$ cat src/rtl/dac_frame_serializer.sv
// ============================================================================
// Module   : dac_frame_serializer
// Brief    : Serializes {CTRL_WORD, sample} frames MSB-first to a 12-bit serial
//            DAC. Optional macro SER_LDAC_SYNC_EN adds tick-synchronous LDAC.
// Revision : 1.0 - initial release
// ============================================================================
`default_nettype none

module dac_frame_serializer #(
  parameter int                DATA_W    = 12,
  parameter int                CTRL_W    = 4,
  parameter logic [CTRL_W-1:0] CTRL_WORD = 4'b0111,
  parameter int                SCLK_DIV  = 2
) (
  input  logic              clk,
  input  logic              rst,
  input  logic              tick,
  input  logic [DATA_W-1:0] sample,
  input  logic              sample_valid,
  output logic              sample_ready,
  output logic              dac_sclk,
  output logic              dac_sdi,
  output logic              dac_cs_n,
  output logic              dac_ldac_n,
  output logic              busy,
  output logic              frame_done,
  output logic              overrun
);

  localparam int c_FW = CTRL_W + DATA_W;
  localparam int c_BW = $clog2(c_FW) + 1;
  localparam int c_DW = $clog2(SCLK_DIV) + 1;
  localparam logic [c_BW-1:0] c_BIT_LAST = c_BW'(c_FW - 1);
  localparam logic [c_DW-1:0] c_DIV_LAST = c_DW'(SCLK_DIV - 1);

  typedef enum logic [1:0] {
    S_IDLE       = 2'd0,
    S_SHIFT      = 2'd1,
    S_LATCH_WAIT = 2'd2,
    S_LATCH      = 2'd3
  } state_t;

  state_t          r_state;
  logic [c_FW-1:0] r_shift;
  logic [c_BW-1:0] r_bit;
  logic [c_DW-1:0] r_div;
  logic            r_sclk;
  logic            r_sdi;
  logic            r_cs_n;
  logic            r_ready;
  logic            r_done;
  logic            w_div_end;

`ifdef SER_LDAC_SYNC_EN
  logic            r_ldac_n;
  logic            r_overrun;
  logic            r_pend;
`else
  logic            w_unused;
  assign w_unused = tick;
`endif

  assign w_div_end = (r_div == c_DIV_LAST);

  always_ff @(posedge clk) begin
    if (rst) begin
      r_state   <= S_IDLE;
      r_shift   <= '0;
      r_bit     <= '0;
      r_div     <= '0;
      r_sclk    <= 1'b0;
      r_sdi     <= 1'b0;
      r_cs_n    <= 1'b1;
      r_ready   <= 1'b0;
      r_done    <= 1'b0;
`ifdef SER_LDAC_SYNC_EN
      r_ldac_n  <= 1'b1;
      r_overrun <= 1'b0;
      r_pend    <= 1'b0;
`endif
    end else begin
      r_done <= 1'b0;
`ifdef SER_LDAC_SYNC_EN
      // Ticks collapse into a single pending request; extra ones flag overrun.
      r_overrun <= 1'b0;
      if (tick && (r_state != S_LATCH)) begin
        r_pend <= 1'b1;
        if (r_pend) r_overrun <= 1'b1;
      end
`endif
      case (r_state)
        S_IDLE: begin
          r_ready <= 1'b1;
          if (sample_valid && r_ready) begin
            r_ready <= 1'b0;
            r_shift <= {CTRL_WORD, sample} << 1;
            r_sdi   <= CTRL_WORD[CTRL_W-1];
            r_cs_n  <= 1'b0;
            r_sclk  <= 1'b0;
            r_div   <= '0;
            r_bit   <= '0;
            r_state <= S_SHIFT;
          end
        end
        S_SHIFT: begin
          r_div <= r_div + c_DW'(1);
          if (w_div_end) begin
            r_div  <= '0;
            r_sclk <= ~r_sclk;
            // Data advances on the falling edge so it is stable at the next rise.
            if (r_sclk) begin
              r_bit   <= r_bit + c_BW'(1);
              r_sdi   <= r_shift[c_FW-1];
              r_shift <= {r_shift[c_FW-2:0], 1'b0};
              if (r_bit == c_BIT_LAST) begin
                r_cs_n  <= 1'b1;
                r_sdi   <= 1'b0;
                r_done  <= 1'b1;
`ifdef SER_LDAC_SYNC_EN
                r_state <= S_LATCH_WAIT;
`else
                r_state <= S_IDLE;
`endif
              end
            end
          end
        end
`ifdef SER_LDAC_SYNC_EN
        S_LATCH_WAIT: begin
          if (r_pend || tick) begin
            r_state  <= S_LATCH;
            r_ldac_n <= 1'b0;
            r_div    <= '0;
            r_bit    <= '0;
            r_pend   <= 1'b0;
          end
        end
        S_LATCH: begin
          r_div <= r_div + c_DW'(1);
          if (w_div_end) begin
            r_div <= '0;
            r_bit <= r_bit + c_BW'(1);
            if (r_bit[0]) begin
              r_ldac_n <= 1'b1;
              r_ready  <= 1'b1;
              r_state  <= S_IDLE;
            end
          end
        end
`endif
        default: r_state <= S_IDLE;
      endcase
    end
  end

  assign sample_ready = r_ready;
  assign dac_sclk     = r_sclk;
  assign dac_sdi      = r_sdi;
  assign dac_cs_n     = r_cs_n;
  assign busy         = (r_state != S_IDLE);
  assign frame_done   = r_done;
`ifdef SER_LDAC_SYNC_EN
  assign dac_ldac_n   = r_ldac_n;
  assign overrun      = r_overrun;
`else
  assign dac_ldac_n   = 1'b1;
  assign overrun      = 1'b0;
`endif

endmodule

`default_nettype wire

$ cat config.mk
export PLATFORM = sky130hd
export DESIGN_NAME = dac_frame_serializer
export DESIGN_NICKNAME = d
export VERILOG_FILES = /design/src/rtl/dac_frame_serializer.sv
export SDC_FILE = /design/constraint.sdc
export NUM_CORES = 1
export LEC_CHECK = 0
export BUFFER_PORTS_ARGS = -buffer_cell sky130_fd_sc_hd__buf_2
export CELL_PAD_IN_SITES_DETAIL_PLACEMENT = 1
export CELL_PAD_IN_SITES_GLOBAL_PLACEMENT = 2
export CORE_UTILIZATION = 37
export DETAILED_ROUTE_END_ITERATION = 7
export GPL_ROUTABILITY_DRIVEN = 0
export GPL_TIMING_DRIVEN = 0
export PLACE_DENSITY_LB_ADDON = 0.1
export SYNTH_ARGS = -nofsm -noshare
export SYNTH_HDL_FRONTEND = slang
export SYNTH_SLANG_ARGS = --single-unit
$ cat constraint.sdc
create_clock -name clk -period 4.73 [get_ports clk]
set_clock_uncertainty 0.15 [all_clocks]
set_input_delay 0.7095 -clock clk [delete_from_list [all_inputs] [get_ports clk]]
set_output_delay 0.7095 -clock clk [all_outputs]
set_load 0.03 [all_outputs]
==> results of run 1 <==
-- cells by family (layout without fill, tap and decap cells) --
group / after synthesis / in the layout / synth area share
compound gates: 27 / 27 / 0.193
fa+ha+maj: 2 / 2 / 0.0187
buf+inv: 15 / 38 / 0.0776
flops: 28 / 28 / 0.419
mux: 12 / 12 / 0.0897
other cells: 2 / 2 / 0.00561
simple gates: 43 / 43 / 0.197
-- worst paths after layout --
kind / startpoint / end / slack [ps]
setup / recovery: dac_sclk$_SDFFE_PP0P_ / dac_sclk / 2870
hold / removal: dac_sdi$_SDFFE_PP0P_ / dac_sdi$_SDFFE_PP0P_ / 330
setup reg to reg: r_state[0]$_SDFFE_PP0P_ / r_shift[12]$_SDFFE_PP0P_ / 3090
hold reg to reg: dac_sdi$_SDFFE_PP0P_ / dac_sdi$_SDFFE_PP0P_ / 330
-- layer usage --
| metal | track usage | vias up |
|---|---|---|
| met4 | 0.0610 | 0 |
| met5 | 0 | - |
| met3 | 0.0221 | 4 |
| met2 | 0.334 | 12 |
| li1 | - | 526 |
| met1 | 0.178 | 506 |
-- cell usage in the layout (no fill, tap or decap), types with 2 or more instances in the layout --
cell,n
buf_2,21
nand3b_1,2
clkbuf_4,3
buf_4,4
nand3_1,7
clkbuf_1,2
conb_1,2
a311oi_2,2
a311oi_1,2
nor3b_1,2
nor3_1,15
nand2_1,3
nand2b_1,2
a21oi_1,7
inv_1,2
dfxtp_1,28
a211oi_2,10
buf_6,4
nor2_1,2
ha_1,2
mux2i_1,12
a211oi_1,2
-- flip-flops by register name (all words and copies together), names as in the netlist --
signal,flops
dac_cs_n,1
dac_sclk,1
dac_sdi,1
frame_done,1
r_bit,5
r_div,2
r_shift,15
r_state,1
sample_ready,1
-- metrics by stage --
stage | setup slack [ps] | cell area [sq um] | total power [mW] | hold slack [ps]
after floorplan | 3070 | 1340 | 0.321 | 293
after global placement | 2840 | 1490 | 0.339 | 302
after detailed placement | 2830 | 1490 | 0.342 | 313
after CTS | 2860 | 1530 | 0.462 | 333
after global routing | 2800 | 1530 | 0.480 | 347
final | 2870 | 1530 | 0.456 | 329
-- report_power, final --
group | switching [mW] | internal, mW | total [mW] | leakage (nW)
Combinational | 0.0446 | 0.0335 | 0.0781 | 0.323
Clock | 0.0737 | 0.0472 | 0.121 | 0.0210
Sequential | 0.00829 | 0.249 | 0.257 | 0.229
-- layout make-up --
| cell class | instances | area, sq um |
|---|---|---|
| buffer | 13 | 96.3 |
| clock buffer | 4 | 36.3 |
| fill | 383 | 1860 |
| inverter | 2 | 7.51 |
| multi-input combinational | 86 | 674 |
| sequential | 28 | 561 |
| tap | 46 | 57.6 |
| timing repair buffer | 19 | 95.1 |
==> results.cfg, run 1 <==
[outcome]
status = complete, no violations

[critical_path]
end_kind = primary output
crit_family = flip-flops
crit_required_ps = 3870
worstSetupPathType = reg -> out
cp_data_arrival_time_ps = 1000
worst_r2r_path_depth = 5
slowest_delay_ps = 440
crit_path_top_delay_cell = dfxtp_1
cp_max_fo = 5
crit_buf_inv = 1
crit_cells = 1
cp-start-kind = flip-flop
worstPathCellList = buf_2

[placed_design]
dpl.hpwl_microns = 2180
portBuffers = 19
dpl.cell_count = 194

[drt]
num_vias = 1048
final_antenna_net_count = 0
top_layer = met4
first_pass_iters = 4
viasPerCell = 5.29
post-route-drc-count = 0
wl_microns = 3020
wl_per_cell_microns = 15.3
wl_met3_microns = 60
dr_wl_met2_microns = 1600
routedLengthMet1_microns = 1320
drtIter0Drc = 23

[cells_and_area]
final_cell_count_no_fill = 198
synthToLayoutAreaGrowth_pct = 14.1
post-route-util = 0.451
layout-drive-gt1-share = 0.329
layout.nets = 171
diodes = 0

[synth]
netlist_area_sq_um = 1340
yosys_warnings = 0
synth-async-reset-ratio = 0
ys_seq_area_frac = 0.419
ys_types = 36
yosysMostFrequentCell = dfxtp_1
synth_ff_type = dfxtp_1
yosys.area.top_type = dfxtp_1
syn_avg_cell_area_sq_um = 10.4
synth-edff-count = 0
syn_nets = 147
syn_inst = 129
ys_top_cells_by_count = 28 x dfxtp_1, 15 x nor3_1, 12 x mux2i_1, 10 x a211oi_2
synth_area_leaders = dfxtp_1 42%, a211oi_2 9.3%, mux2i_1 9.0%, nor3_1 5.6%, buf_6 3.4%
ys_ff_latch = 28
yosys.area.top_type_share = 0.419

[cts]
htree_levels = 1
cts_hold_buf = 0
cts_sinks = 28
clk_pin_slew_ps = 160
numCtsBuffers = 3
postCtsSetupBuffers = 0
cts_resized = 0
cts_tree = yes
insertion_delay_ps = 330
cts-root-buf = clkbuf_4
cts.path.max_buffers = 2

[worst_hold_path]
whs_path_depth = 2
hp-class = reg -> reg

[sta]
setup_viol = 0
fin_crit_sh = 0.394
grt_setup_unrepaired = false
setup_tns_ps = 0
final_hold_viol_count = 0
min_period_ps = 1860
drv_slew = 0
fmax_mhz = 537
max-slew-margin-rel = 0.550
max_slew.worst_pin.slew_ps = 675

[floorplan]
coreArea_sq_um = 3390
floorplan.initialDensity = 0.395
io_pins = 24
die_w_microns = 62.2
fp-row-count = 21
die_h_microns = 62.2
die-area_sq_um = 3860

[global_routing]
grt_max_degree = 16
grt_pass1_wl_microns = 5150
antenna_found_initial = 0
gr-total-overflow = 0
grt_pass1_vias = 1139
grt_use_total = 0.168

[pwr]
peakVddDrop_v = 0.000103
p_leak_nw = 0.572
p_per_area_nw_per_um2 = 299

[flow_run]
maxCapViolations = 0
Note: power is estimated with default switching activity, not from simulation.
==> run 2, diff against run 1 <==
- ABC_AREA: unset -> 1
- CORE_UTILIZATION: 37 -> 29
- clock period: 4.73 -> 1.6 ns (I/O delays scaled with it)
==> results.cfg, run 2 <==
[outcome]
status = complete, no violations

[cts]
clk_pin_slew_ps = 100
numCtsBuffers = 3
cts_sinks = 28
cts-root-buf = clkbuf_8
cts_tree = yes
htree_levels = 1
insertion_delay_ps = 280
cts.path.max_buffers = 2

[worst_hold_path]
hold-path-endpoint = r_shift[1]$_SDFFE_PP0P_
worstHoldStart = rst
whs_path_depth = 2
hp-class = in -> reg

[synth]
synth-xor-area-share = 0
yosys.area.top_type_share = 0.433
syn_nets = 160
syn_avg_cell_area_sq_um = 9.11
netlist_area_sq_um = 1290
syn_inst = 142
ys_ff_latch = 28
synth_compound_area_frac = 0.128
synth_ff_type = dfxtp_1
synth_mux_area_frac = 0.0851
synth_top_family_by_area = simple AND/OR/NAND/NOR gates
yosysMostFrequentCell = dfxtp_1
ys_top_cells_by_count = 28 x dfxtp_1, 26 x nand3_1, 11 x mux2i_1, 10 x inv_1, 10 x o21ai_2
yosys_warnings = 0
ys_types = 26
synth-async-reset-ratio = 0
yosys.area.top_type = dfxtp_1
synth_area_leaders = dfxtp_1 43%, nand3_1 10%, mux2i_1 8.5%, o21ai_2 6.8%, nand3_4 4.1%
synth-edff-count = 0
synthAdderAreaFrac = 0.0193
synth_simple_gate_area_frac = 0.230
ys_seq_area_frac = 0.433

[critical_path]
cp-start-kind = flip-flop
worstSetupPathType = reg -> reg
end_kind = flip-flop
cp_data_arrival_time_ps = 1540
crit_path_top_delay_cell = dfxtp_2
cp_max_fo = 5
slowest_delay_ps = 380
worst-r2r-setup-slack_ps = 130
worstPathCellList = ha_1, nand2_1, nor2_1, ha_1, inv_1, nor3_2, inv_1, nand3_1
worstReg2RegEnd = dac_cs_n$_SDFFE_PP1P_
r2r_start = r_bit[0]$_SDFFE_PP0P_
crit_required_ps = 1670
worst_r2r_path_depth = 8

[drt]
post-route-drc-count = 0
final_antenna_net_count = 0
wl_microns = 2870
drtIter0Drc = 41
viasPerCell = 4.75
first_pass_iters = 3
wl_per_cell_microns = 13.3
num_vias = 1027

[cells_and_area]
reg.largest.list = r_shift x15, r_bit x5, r_div x2
largest_register_ffs = 15
diodes = 0
synthToLayoutAreaGrowth_pct = 18.7
fill_cells = 526
layout.nets = 185
fin_area_sq_um = 1540
layout_common_cells = 26 x nand3_1, 26 x dfxtp_1, 20 x buf_2
layout-drive-gt1-share = 0.307
top_register = r_shift

[floorplan]
io_pins = 24
floorplan.initialDensity = 0.312
coreArea_sq_um = 4140
fp-row-count = 23
die_w_microns = 68.8
die_h_microns = 68.8
die-area_sq_um = 4730

[pwr]
p_leak_nw = 0.600
peakVddDrop_v = 0.000558
p_total_mw = 1.55
p_per_area_nw_per_um2 = 1010

[global_routing]
gr-total-overflow = 0
grt_use_total = 0.137
grt_pass1_wl_microns = 4770
grt_max_degree = 17
grt_pass1_vias = 1066
antenna_found_initial = 0

[placed_design]
portBuffers = 20
postPlaceCellArea_sq_um = 1460
dpl.hpwl_microns = 2160

[flow_run]
maxCapViolations = 0

[sta]
fmax_mhz = 679
grt_setup_unrepaired = false
min_period_ps = 1470
drv_slew = 0
fin_crit_sh = 0.921
finalHoldWorstSlack_ps = 7.65
final_hold_viol_count = 0
setup_viol = 0
-- run 2: cell types whose count changed in the layout (fill, tap and decap cells not counted), moves of 7 or more --
cell,change
nor2_1,+7
inv_1,+8
o21ai_2,+10
nor3_1,-14
nand3_1,+19
a211oi_2,-10
-- run 2: worst max-delay path by stage --
stage / start / end / slack (ps) / depth (start not counted)
floorplan: r_state[0]$_SDFFE_PP0P_ / r_shift[2]$_SDFFE_PP0P_ / 80 / 7
global placement: r_bit[0]$_SDFFE_PP0P_ / dac_cs_n$_SDFFE_PP1P_ / -30 / 8
detailed placement: r_bit[0]$_SDFFE_PP0P_ / dac_cs_n$_SDFFE_PP1P_ / -60 / 8
CTS: r_bit[1]$_SDFFE_PP0P_ / dac_cs_n$_SDFFE_PP1P_ / 20 / 8
global route: r_bit[0]$_SDFFE_PP0P_ / dac_cs_n$_SDFFE_PP1P_ / 10 / 8
finish: r_bit[0]$_SDFFE_PP0P_ / dac_cs_n$_SDFFE_PP1P_ / 130 / 8
-- run 2: what timing repair did --
item / CTS / global route
hold buffers: 0 / 0
pin swaps: 0 / 1
setup buffers: 0 / 0
setup endpoints to repair: 2 / 2
gates resized for setup: 2 / 1
-- run 2: layer usage --
layer | share of wire | up-vias | GRT usage
met3 | 0.029 | 2 | 0.0395
met5 | 0 | - | 0
met2 | 0.52 | 11 | 0.243
met4 | 0.0059 | 0 | 0.0306
li1 | - | 529 | -
met1 | 0.45 | 485 | 0.164
-- run 2: cells by family after synthesis --
| group | count (synthesis) |
|---|---|
| compound gates | 24 |
| fa+ha+maj | 2 |
| simple gates | 54 |
| flops | 28 |
| mux | 11 |
| other cells | 2 |
| buf+inv | 21 |
-- run 2: report_power, final --
part / leakage, nW / total (mW) / internal, mW / switching, mW
Combinational: 0.336 / 0.228 / 0.0887 / 0.139
Clock: 0.0357 / 0.564 / 0.335 / 0.229
Sequential: 0.229 / 0.756 / 0.732 / 0.0234
Total: 0.600 / 1.55 / 1.16 / 0.391
-- run 2: worst max-delay path, delay by kind of cell (launching register included) --
family	cells	cell delay (ps)
flops	1	380
fa+ha+maj	2	330
buf+inv	2	140
simple gates	4	410
-- run 2: layout make-up --
type | count | area, sq um | area share
well taps | 50 | 62.6 | 0.0407
inverters | 12 | 52.6 | 0.0342
plain buffers | 9 | 75.1 | 0.0489
repair buffers | 20 | 100 | 0.0652
flip-flops and latches | 28 | 563 | 0.367
multi-input cells | 93 | 611 | 0.398
clock inverters | 1 | 30.0 | 0.0196
clock buffers | 3 | 41.3 | 0.0269
-- run 2: stage by stage --
| stage | setup WS, ps | utilization | cells | setup TNS, ps |
|---|---|---|---|---|
| 2_1_floorplan | 84.2 | - | 142 | 0 |
| 3_3_place_gp | -28.2 | 0.351 | 212 | -38.2 |
| 3_5_place_dp | -62.3 | 0.351 | 212 | -107 |
| 4_1_cts | 16.4 | 0.370 | 216 | 0 |
| 5_1_grt | 10.9 | 0.370 | 216 | 0 |
| 6_report | 127 | 0.370 | 216 | 0 |
==> run 3, diff against run 2 <==
- CORE_UTILIZATION: 29 -> 35
- clock period: 1.6 -> 1.86 ns (I/O delays scaled with it)
==> results.cfg, run 3 (synthesis gave the netlist of run 2 again) <==
[critical_path]
cp_data_arrival_time_ps = 1740
cp_max_fo = 5
worstSetupPathType = reg -> reg
cp-start-kind = flip-flop
crit_path_top_delay_cell = dfxtp_1
crit_required_ps = 1930
worst-r2r-setup-slack_ps = 190
worst_r2r_path_depth = 8
slowest_delay_ps = 410
worstPathCellList = ha_1, nand2_1, nor2_1, ha_1, inv_1, nor3_1, inv_1, nand3_1
end_kind = flip-flop

[cells_and_area]
layout_common_cells = 28 x dfxtp_1, 26 x nand3_1, 20 x buf_2
largest_register_ffs = 15
post-route-util = 0.438
layout.nets = 185
reg.largest.list = r_shift x15, r_bit x5, r_div x2
fin_area_sq_um = 1510
layout-drive-gt1-share = 0.289
diodes = 0
fill_cells = 416
top_register = r_shift
synthToLayoutAreaGrowth_pct = 16.4
final_cell_count_no_fill = 212
layout.cells.most_common = dfxtp_1

[sta]
final_hold_viol_count = 0
finalHoldWorstSlack_ps = 30.6
drv_slew = 0
min_period_ps = 1670
setup_tns_ps = 0
grt_setup_unrepaired = false
fmax_mhz = 600
fin_ws_ps = 193
fin_crit_sh = 0.896
setup_viol = 0

[cts]
cts_sinks = 28
postCtsSetupBuffers = 0
insertion_delay_ps = 280
clk_pin_slew_ps = 100
numCtsBuffers = 3
cts_resized = 0
cts.path.max_buffers = 2
cts-root-buf = clkbuf_8
cts_hold_buf = 0
cts_tree = yes
htree_levels = 1

[floorplan]
fp-row-count = 21
die_h_microns = 62.8
die-area_sq_um = 3940
floorplan.initialDensity = 0.376
io_pins = 24
die_w_microns = 62.8
coreArea_sq_um = 3440

[pwr]
p_leak_nw = 0.592
p_per_area_nw_per_um2 = 817
power_frac_comb = 0.159
power.internal_mw = 0.896
p_total_mw = 1.23
p_clk_frac = 0.313
peakVddDrop_v = 0.000275
switching_share = 0.272
p_switching_mw = 0.335
pwr-share-seq = 0.528

[global_routing]
gr-total-overflow = 0
grt_use_total = 0.165
grt_pass1_vias = 1056
grt_max_degree = 16
grt_pass1_wl_microns = 5020
antenna_found_initial = 0

[outcome]
status = complete, no violations

[drt]
wl_per_cell_microns = 13.5
viasPerCell = 4.82
final_antenna_net_count = 0
drtIter0Drc = 18
post-route-drc-count = 0
first_pass_iters = 4
wl_microns = 2860
num_vias = 1022

[worst_hold_path]
whs_path_depth = 2
hp-class = in -> reg

[placed_design]
dpl.cell_count = 208
postPlaceCellArea_sq_um = 1450
dpl.hpwl_microns = 2110
pre_cts_slack_ps = 202
portBuffers = 20

[flow_run]
maxCapViolations = 0
==> run 3: cell type report <==
cell class | instances | area [sq um] | share of cell area
multi-input combinational | 93 | 606 | 0.402
timing repair buffer | 20 | 100 | 0.0664
sequential | 28 | 561 | 0.372
tap | 46 | 57.6 | 0.0382
buffer | 9 | 75.1 | 0.0498
inverter | 12 | 52.6 | 0.0349
clock buffer | 4 | 55.1 | 0.0365
==> run 3: worst max-delay path: cells and delay by family (launching register included) <==
kind                       cells  cell delay [ps]
and+or+nand+nor                4              550
DFF                            1              410
adders and majority gates      2              360
buffers and inverters          2              150
==> run 3: worst paths after layout <==
path	start	endpoint
min reg2reg	r_shift[1]$_SDFFE_PP0P_	r_shift[1]$_SDFFE_PP0P_
max	r_bit[0]$_SDFFE_PP0P_	dac_cs_n$_SDFFE_PP1P_
min	rst	r_shift[1]$_SDFFE_PP0P_
max reg2reg	r_bit[0]$_SDFFE_PP0P_	dac_cs_n$_SDFFE_PP1P_
==> run 3: power by group through the flow <==
stage | Clock, mW | Sequential (mW) | Combinational (mW)
after floorplan | 0 | 0.675 | 0.132
after global placement | 0 | 0.662 | 0.194
after detailed placement | 0 | 0.664 | 0.199
after CTS | 0.399 | 0.651 | 0.199
after global routing | 0.434 | 0.655 | 0.217
final | 0.385 | 0.650 | 0.196
==> run 3: routing by layer <==
layer,part of all wire,GRT usage
met5,0,0
met4,0.0098,0.0523
met3,0.024,0.0274
met2,0.50,0.299
met1,0.47,0.197
